===== src/rtl/mem_bus_rr_arbiter.sv =====
// Two-requester round-robin arbiter onto a single valid/ready memory target.
// One transaction per BUSY visit, with a cycle-count timeout that forces an error completion.
module mem_bus_rr_arbiter #(
  parameter int                    ADDR_WIDTH     = 32,
  parameter int                    DATA_WIDTH     = 32,
  parameter int                    TIMEOUT_CYCLES = 255,
  parameter logic [DATA_WIDTH-1:0] ERR_RDATA      = DATA_WIDTH'(32'hDEADBEEF)
) (
  input  logic                  clk,
  input  logic                  rst,
  input  logic                  r0_valid_i,
  output logic                  r0_ready_o,
  input  logic [ADDR_WIDTH-1:0] r0_addr_i,
  input  logic [DATA_WIDTH-1:0] r0_wdata_i,
  input  logic [3:0]            r0_we_i,
  output logic [DATA_WIDTH-1:0] r0_rdata_o,
  input  logic                  r1_valid_i,
  output logic                  r1_ready_o,
  input  logic [ADDR_WIDTH-1:0] r1_addr_i,
  input  logic [DATA_WIDTH-1:0] r1_wdata_i,
  input  logic [3:0]            r1_we_i,
  output logic [DATA_WIDTH-1:0] r1_rdata_o,
  output logic                  t_valid_o,
  input  logic                  t_ready_i,
  output logic [ADDR_WIDTH-1:0] t_addr_o,
  output logic [DATA_WIDTH-1:0] t_wdata_o,
  output logic [3:0]            t_we_o,
  input  logic [DATA_WIDTH-1:0] t_rdata_i,
  output logic                  gnt_o,
  output logic                  busy_o,
  output logic                  err_o
);

  typedef enum logic [0:0] {
    IDLE = 1'b0,
    BUSY = 1'b1
  } state_t;

  localparam logic [15:0] CNT_LAST = 16'(TIMEOUT_CYCLES - 1);

  state_t                state_r;
  logic                  gnt_r;
  logic                  last_r;
  logic [15:0]           cnt_r;

  logic                  busy_s;
  logic                  own_valid_s;
  logic [ADDR_WIDTH-1:0] own_addr_s;
  logic [DATA_WIDTH-1:0] own_wdata_s;
  logic [3:0]            own_we_s;
  logic                  done_s;
  logic                  timeout_s;
  logic                  ready_s;
  logic [DATA_WIDTH-1:0] rdata_s;

  // Owner mux and completion decode; a target response in the timeout cycle wins over the timeout.
  always_comb begin
    busy_s = (state_r == BUSY);
    if (gnt_r) begin
      own_valid_s = r1_valid_i;
      own_addr_s  = r1_addr_i;
      own_wdata_s = r1_wdata_i;
      own_we_s    = r1_we_i;
    end else begin
      own_valid_s = r0_valid_i;
      own_addr_s  = r0_addr_i;
      own_wdata_s = r0_wdata_i;
      own_we_s    = r0_we_i;
    end
    done_s    = busy_s & t_ready_i;
    timeout_s = busy_s & own_valid_s & ~t_ready_i & (cnt_r == CNT_LAST);
  end

  // Target side: driven from the owner only while BUSY, quiet in IDLE.
  always_comb begin
    if (busy_s) begin
      t_valid_o = own_valid_s & ~timeout_s;
      t_addr_o  = own_addr_s;
      t_wdata_o = own_wdata_s;
      t_we_o    = own_we_s;
    end else begin
      t_valid_o = 1'b0;
      t_addr_o  = '0;
      t_wdata_o = '0;
      t_we_o    = 4'd0;
    end
  end

  // Requester side: completion pulses are suppressed during reset so an abandoned transfer never completes.
  always_comb begin
    ready_s = (done_s | timeout_s) & ~rst;
    if (!busy_s) begin
      rdata_s = '0;
    end else if (timeout_s) begin
      rdata_s = ERR_RDATA;
    end else begin
      rdata_s = t_rdata_i;
    end
    if (gnt_r) begin
      r0_ready_o = 1'b0;
      r0_rdata_o = '0;
      r1_ready_o = ready_s;
      r1_rdata_o = rdata_s;
    end else begin
      r0_ready_o = ready_s;
      r0_rdata_o = rdata_s;
      r1_ready_o = 1'b0;
      r1_rdata_o = '0;
    end
    err_o = timeout_s & ~rst;
  end

  // Arbitration FSM; last resets to 1 so requester 0 wins the first tie.
  always_ff @(posedge clk) begin
    if (rst) begin
      state_r <= IDLE;
      gnt_r   <= 1'b0;
      last_r  <= 1'b1;
      cnt_r   <= 16'd0;
    end else begin
      case (state_r)
        IDLE: begin
          cnt_r <= 16'd0;
          if (r0_valid_i && r1_valid_i) begin
            gnt_r   <= ~last_r;
            state_r <= BUSY;
          end else if (r0_valid_i) begin
            gnt_r   <= 1'b0;
            state_r <= BUSY;
          end else if (r1_valid_i) begin
            gnt_r   <= 1'b1;
            state_r <= BUSY;
          end else begin
            state_r <= IDLE;
          end
        end
        BUSY: begin
          if (done_s || timeout_s) begin
            last_r  <= gnt_r;
            cnt_r   <= 16'd0;
            state_r <= IDLE;
          end else if (!own_valid_s) begin
            cnt_r   <= 16'd0;
            state_r <= IDLE;
          end else begin
            cnt_r   <= cnt_r + 16'd1;
          end
        end
        default: begin
          state_r <= IDLE;
          cnt_r   <= 16'd0;
        end
      endcase
    end
  end

  assign gnt_o  = gnt_r;
  assign busy_o = busy_s;

endmodule


===== config.mk =====
export PLATFORM = sky130hd
export DESIGN_NAME = mem_bus_rr_arbiter
export DESIGN_NICKNAME = d
export VERILOG_FILES = /design/src/rtl/mem_bus_rr_arbiter.sv
export SDC_FILE = /design/constraint.sdc
export NUM_CORES = 1
export LEC_CHECK = 0
export ABC_AREA = 1
export BUFFER_PORTS_ARGS = -buffer_cell sky130_fd_sc_hd__buf_2
export CAP_MARGIN = 20
export CORE_AREA = 2 2 119 121
export DETAILED_ROUTE_END_ITERATION = 10
export DIE_AREA = 0 0 121 123
export GPL_TIMING_DRIVEN = 0
export PLACE_DENSITY = 0.59
export SYNTH_ARGS = -nofsm -noshare
export SYNTH_HDL_FRONTEND = slang
export SYNTH_SLANG_ARGS = --single-unit
export TNS_END_PERCENT = 100

===== constraint.sdc =====
create_clock -name clk -period 2.1 [get_ports clk]
set_input_delay 0.315 -clock clk [delete_from_list [all_inputs] [get_ports clk]]
set_output_delay 0.315 -clock clk [all_outputs]
set_load 0.005 [all_outputs]

==> results.sh, run 1 <==
export IMPL_area_growth_syn_to_layout_pct=78.9
export IMPL_viasPerCell=4.34
export IMPL_whs_ns=0.264
export IMPL_fill_cells=1614
export IMPL_die_y_um=123
export IMPL_startpoint="gnt_o$_SDFFE_PP0P_"
export IMPL_r2r_cells=7
export IMPL_cp_start_kind="flop"
export IMPL_seq_power_share=0.243
export IMPL_avgSynthCellArea_um2=4.81
export IMPL_period_share=0.994
export IMPL_gp_congestion=0.884
export IMPL_critPathCaptureType="output port"
export IMPL_switching_power_uw=578
export IMPL_critPathKind="reg2out"
export IMPL_final_cell_mix="buf_2 (316), nor2_1 (220), o21ai_0 (73), nand2_1 (71), inv_1 (40)"
export IMPL_final_common_cell="buf_2"
export IMPL_required_ns=1.78
export IMPL_die_area_um2=14900
export IMPL_p_total_mw=1.53
export IMPL_syn_nets=714
export IMPL_combPwrFrac=0.503
export IMPL_crit_arrival_ns=1.77
export IMPL_drv_cap=0
export IMPL_clock_sinks=19
export IMPL_grt_overflow=0
export IMPL_start_util=0.190
export IMPL_io_pins=311
export IMPL_cts_root_buf="clkbuf_16"
export IMPL_p_per_area_nw_per_um2=331
export IMPL_slew_viol_final=0
export IMPL_synthCells=539
export IMPL_syn_cell_area_um2=2590
export IMPL_core_area_um2=13600
export IMPL_synth_top_cell_by_area="nor2_1"
export IMPL_antenna_found_initial=0
export IMPL_wirelength_um=15100
export IMPL_clock_latency_ns=0.25
export IMPL_ys_seq_elements=19
export IMPL_grt_max_degree=11
export IMPL_post_drt_wl_per_cell_um=14.6
export IMPL_cts_tree="yes"
export IMPL_io_buffers=310
export IMPL_drtAntennaViolNets=0
export IMPL_r2r_start="cnt_r[5]$_SDFF_PP0_"
export IMPL_leakage_nw=2.76
export IMPL_max_slew_margin_rel=0.619
export IMPL_setup_violations=0
export IMPL_worstHoldStart="rst"
export IMPL_final_setup_tns_ns=0
export IMPL_ir_drop_mv=0.355
export IMPL_fp_dieW_um=121
export IMPL_hp_class="in2reg"
export IMPL_clock_path_buffers=2
export IMPL_path_clk_slew_ns=0.05
export IMPL_whs_endpoint="gnt_o$_SDFFE_PP0P_"
export IMPL_dp_hpwl_um=12500
export IMPL_fin_crit_ns=2.09
export IMPL_grt_pass1_vias=3886
export IMPL_cts_max_level=1
export IMPL_drt_iter0_drc=259
export IMPL_dr_total_vias=4506
export IMPL_drtPass1Iterations=4
export IMPL_fmax_ghz=0.479
export IMPL_internal_power_uw=956
export IMPL_min_path_cells=2
export IMPL_grt_usage=0.179
export IMPL_yosysTopAreaCellShare=0.326
export IMPL_yosysWarnings=0
export IMPL_drive_gt1_frac=0.440
export IMPL_rsz0062_at_grt="yes"
export IMPL_fin_skew_ns=0.00296
export IMPL_drc=0
export IMPL_pwr_share_clk=0.255
export IMPL_yosys_cell_types_count=21
export IMPL_final_util=0.340
export IMPL_antenna_diode_count=0
export IMPL_reg2reg_setup_slack_ns=0.48
export IMPL_seq_area_frac_synth=0.147
export IMPL_switching_share=0.377
export IMPL_worstMarginPinSlew_ns=0.567
export IMPL_hold_viol=0
export IMPL_cp_max_fo=10
export IMPL_numCtsBuffers=3
export IMPL_status="completed"
export IMPL_row_count=43
export IMPL_worstReg2RegEnd="busy_o$_SDFF_PP0_"
export IMPL_grt_pass1_wl_um=21000
export IMPL_synthTopCellsByArea="nor2_1 (33%), dfxtp_1 (15%), o21ai_0 (14%)"
export IMPL_nNetsFinal=1035
-- routing by layer --
layer  part of all wire  GRT usage  up-vias
li1                   -          -     2321
met1               0.44      0.242     1970
met2               0.47      0.304      203
met3              0.082     0.0355       12
met4              0.012     0.0211        0
met5                  0          0        -
-- power by group through the flow --
stage	Clock [mW]	Combinational, mW	Sequential, mW
4_1_cts	0.400	0.759	0.374
3_3_place_gp	0	0.752	0.383
2_1_floorplan	0	0.317	0.379
3_5_place_dp	0	0.750	0.382
5_1_grt	0.417	0.862	0.374
6_report	0.390	0.772	0.372
-- logic make-up after synthesis --
family | Yosys count | synth area share
xor gates and xnor gates | 3 | 0.0101
buffers and inverters | 82 | 0.129
adders and majority gates | 2 | 0.00966
AOI/OAI and AO/OA | 85 | 0.165
DFF | 19 | 0.147
and+or+nand+nor | 348 | 0.540
-- cell usage after synthesis (all sizes together) --
cell type / number
dfxtp: 19
nand4: 8
nor3: 7
o21ai: 73
a21oi: 11
nand3b: 1
nand2: 80
nor2: 226
xor2: 3
clkbuf: 30
ha: 2
a31oi: 1
inv: 45
buf: 7
or2: 3
nand3: 23
-- flip-flops by register name, indices dropped and copies added, names as in the netlist --
signal and cells:
gnt_o 1, cnt_r 16, busy_o 1, last_r 1
-- worst max-delay path, cell delays in order (launching register included) --
cell     delay (ns)
dfxtp_4        0.36
nand2_1        0.12
nand3_4        0.10
nor2_4         0.16
nand3_4        0.17
buf_6          0.19
nand2_1        0.06
nand2_1        0.10
nor2_1         0.12
buf_2          0.12
-- how the worst max path moves through the flow --
stage                endpoint  slack (ns)
2_1_floorplan   r0_rdata_o[2]        0.51
3_3_place_gp    t_wdata_o[31]       -0.18
3_5_place_dp    t_wdata_o[31]       -0.16
4_1_cts          t_addr_o[26]      0.0009
5_1_grt        r0_rdata_o[30]       -0.09
6_report       r0_rdata_o[30]        0.01
-- per-stage QoR --
step	cell area [um2]	std cells	setup slack, ns
floorplan	2590	539	0.510
global placement	4370	1029	-0.180
detailed placement	4370	1029	-0.160
CTS	4490	1035	0.000936
global route	4630	1039	-0.0937
finish	4630	1039	0.0125
-- area by class of cell --
type,count,area [um2],share of cell area
Multi-Input combinational cell,438,1950,0.420
Timing Repair Buffer,316,1620,0.349
Sequential cell,19,402,0.0867
Tap cell,180,225,0.0486
Buffer,37,190,0.0410
Inverter,45,171,0.0370
Clock buffer,4,78.8,0.0170
-- timing repair --
action | CTS | global route
resized for setup | 14 | 51
hold buffers | 0 | 0
endpoints found under the setup margin | 134 | 109
pin swaps | 2 | 11
setup buffers | 2 | 3
gates cloned | 0 | 1
(Power assumes the default switching activity.)
==> inputs of run 2 (changes only) <==
Settings changed: PLACE_DENSITY 0.59 to 0.6.
Clock period 2.1 ns to 1.8 ns, I/O delays scaled along.
==> run 2 against run 1 <==
  * The flow now finishes with violations (negative setup slack)
  * Power is 22% higher
  * Sequential power is 16% higher
  * Via count is 2.7% higher
  * Design area is 5.5% higher
  * Clock skew is 0.00094 ns lower
  * Die area stayed put
  * Wire length is 2.2% higher
  * Non-clock buffer count is 12 higher
  * Cell count is 1.2% higher
  * Clock power is 22% higher
  * First-iteration DRC count is 12% higher
  * Clock-buffer cell count is 1 lower
  * Critical path type unchanged
  * Largest power group unchanged
==> results.sh, run 2 (synthesized netlist as in run 1, its figures left out) <==
export IMPL_status="finished with violations"
export IMPL_failed_checks="negative setup slack"
export IMPL_antenna_diode_count=0
export IMPL_top_register="cnt_r"
export IMPL_cts_max_level=1
export IMPL_numCtsBuffers=3
export IMPL_worstHoldStart="rst"
export IMPL_viasPerCell=4.40
export IMPL_period_share=1.08
export IMPL_fp_dieW_um=121
export IMPL_fill_cells=1556
export IMPL_dr_total_vias=4627
export IMPL_grt_overflow=0
export IMPL_r2r_start="cnt_r[0]$_SDFF_PP0_"
export IMPL_grt_pass1_wl_um=21000
export IMPL_cts_tree="yes"
export IMPL_required_ns=1.53
export IMPL_die_y_um=123
export IMPL_die_area_um2=14900
export IMPL_whs_ns=0.210
export IMPL_max_slew_margin_rel=0.649
export IMPL_slew_viol_final=0
export IMPL_path_clk_slew_ns=0.06
export IMPL_grt_usage=0.180
export IMPL_row_count=43
export IMPL_crit_arrival_ns=1.67
export IMPL_drtAntennaViolNets=0
export IMPL_fmax_ghz=0.516
export IMPL_hold_viol=0
export IMPL_drc=0
export IMPL_regArea_um2=409
export IMPL_cp_max_fo=10
export IMPL_min_path_cells=2
export IMPL_final_common_cell="buf_2"
export IMPL_p_per_area_nw_per_um2=382
export IMPL_pre_cts_ws_ns=-0.515
export IMPL_start_util=0.190
export IMPL_clock_sinks=19
export IMPL_gp_congestion=0.871
export IMPL_core_area_um2=13600
export IMPL_dr_wl_met2_um=7580
export IMPL_finalWorstSetupSlack_ns=-0.139
export IMPL_drt_iter0_drc=290
export IMPL_critPathKind="reg2out"
export IMPL_ir_drop_mv=0.373
export IMPL_fin_skew_ns=0.00202
export IMPL_leakage_nw=2.92
export IMPL_setup_violations=66
export IMPL_post_drt_wl_per_cell_um=14.7
export IMPL_met1Wirelength_um=6600
export IMPL_fin_crit_ns=1.94
export IMPL_rsz0062_at_grt="yes"
export IMPL_wl_met3_um=1100
export IMPL_multi_input_area_um2=2060
export IMPL_clock_latency_ns=0.26
export IMPL_cts_root_buf="clkbuf_16"
export IMPL_reg2reg_setup_slack_ns=0.15
export IMPL_hp_class="in2reg"
export IMPL_worstMarginPinSlew_ns=0.522
export IMPL_io_buffers=310
export IMPL_grt_max_degree=12
export IMPL_whs_endpoint="gnt_o$_SDFFE_PP0P_"
export IMPL_wirelength_um=15500
export IMPL_antenna_found_initial=2
export IMPL_critPathCaptureType="output port"
export IMPL_drv_cap=0
export IMPL_final_util=0.359
export IMPL_dp_hpwl_um=12200
export IMPL_largest_register_ffs=16
export IMPL_final_cell_mix="buf_2 (313), nor2_1 (211), o21ai_0 (65), nand2_1 (60), inv_1 (40)"
export IMPL_drive_gt1_frac=0.491
export IMPL_nNetsFinal=1047
export IMPL_top_layer="met5"
export IMPL_startpoint="cnt_r[5]$_SDFF_PP0_"
export IMPL_cp_start_kind="flop"
export IMPL_io_pins=311
export IMPL_worstReg2RegEnd="cnt_r[10]$_SDFF_PP0_"
export IMPL_grt_pass1_vias=3874
export IMPL_drtPass1Iterations=5
export IMPL_r2r_cells=11
export IMPL_area_growth_syn_to_layout_pct=88.8
export IMPL_clock_path_buffers=2
-- run 2: worst max path at each step --
stage | end | slack [ns] | cells after the start
after floorplan | r0_rdata_o[2] | 0.26 | 9
after detailed placement | r1_rdata_o[22] | -0.52 | 5
after CTS | r0_rdata_o[26] | -0.12 | 9
after global routing | r0_rdata_o[15] | -0.24 | 8
after global placement | r1_rdata_o[22] | -0.51 | 5
final | r0_rdata_o[30] | -0.14 | 8
-- run 2: worst max-delay path, stage by stage (launching register included) --
cell and delay [ns]:
dfxtp_4 0.36, nand4_1 0.17, nor2_4 0.17, nand3_4 0.14, buf_6 0.19, nand2_1 0.06, nand2_1 0.08, nor2_1 0.10
buf_2 0.12
-- run 2: power breakdown --
part	internal (mW)	leakage [nW]	switching [mW]
registers	0.422	0.161	0.00992
clock network	0.299	0.0409	0.178
logic	0.426	2.72	0.534
total	1.15	2.92	0.721
-- run 2: cell type report --
class | instances | share of cell area
Multi-Input combinational cell | 438 | 0.421
Timing Repair Buffer | 328 | 0.346
Sequential cell | 19 | 0.0837
Buffer | 37 | 0.0514
Tap cell | 180 | 0.0461
Inverter | 45 | 0.0351
Clock buffer | 3 | 0.0154
Clock inverter | 1 | 0.00102
-- run 2: what timing repair did --
action | 4_1_cts | 5_1_grt
setup buffers | 13 | 4
hold buffers | 0 | 0
gates cloned | 1 | 0
endpoints found under the setup margin | 136 | 135
pin swaps | 8 | 6
resized for setup | 70 | 76
-- run 2: routing by layer --
layer,track usage,up-vias
met5,0,-
met4,0.0313,4
met3,0.0272,15
met2,0.322,187
met1,0.233,2071
li1,-,2350
-- run 2: stage by stage --
stage	instances	TNS (ns)	instance area (um2)	power [mW]
CTS	1047	-4.86	4700	1.83
finish	1051	-5.08	4890	1.87
global placement	1029	-41.08	4370	1.33
detailed placement	1029	-39.35	4370	1.32
global route	1051	-13.08	4890	1.99
floorplan	539	0	2590	0.813
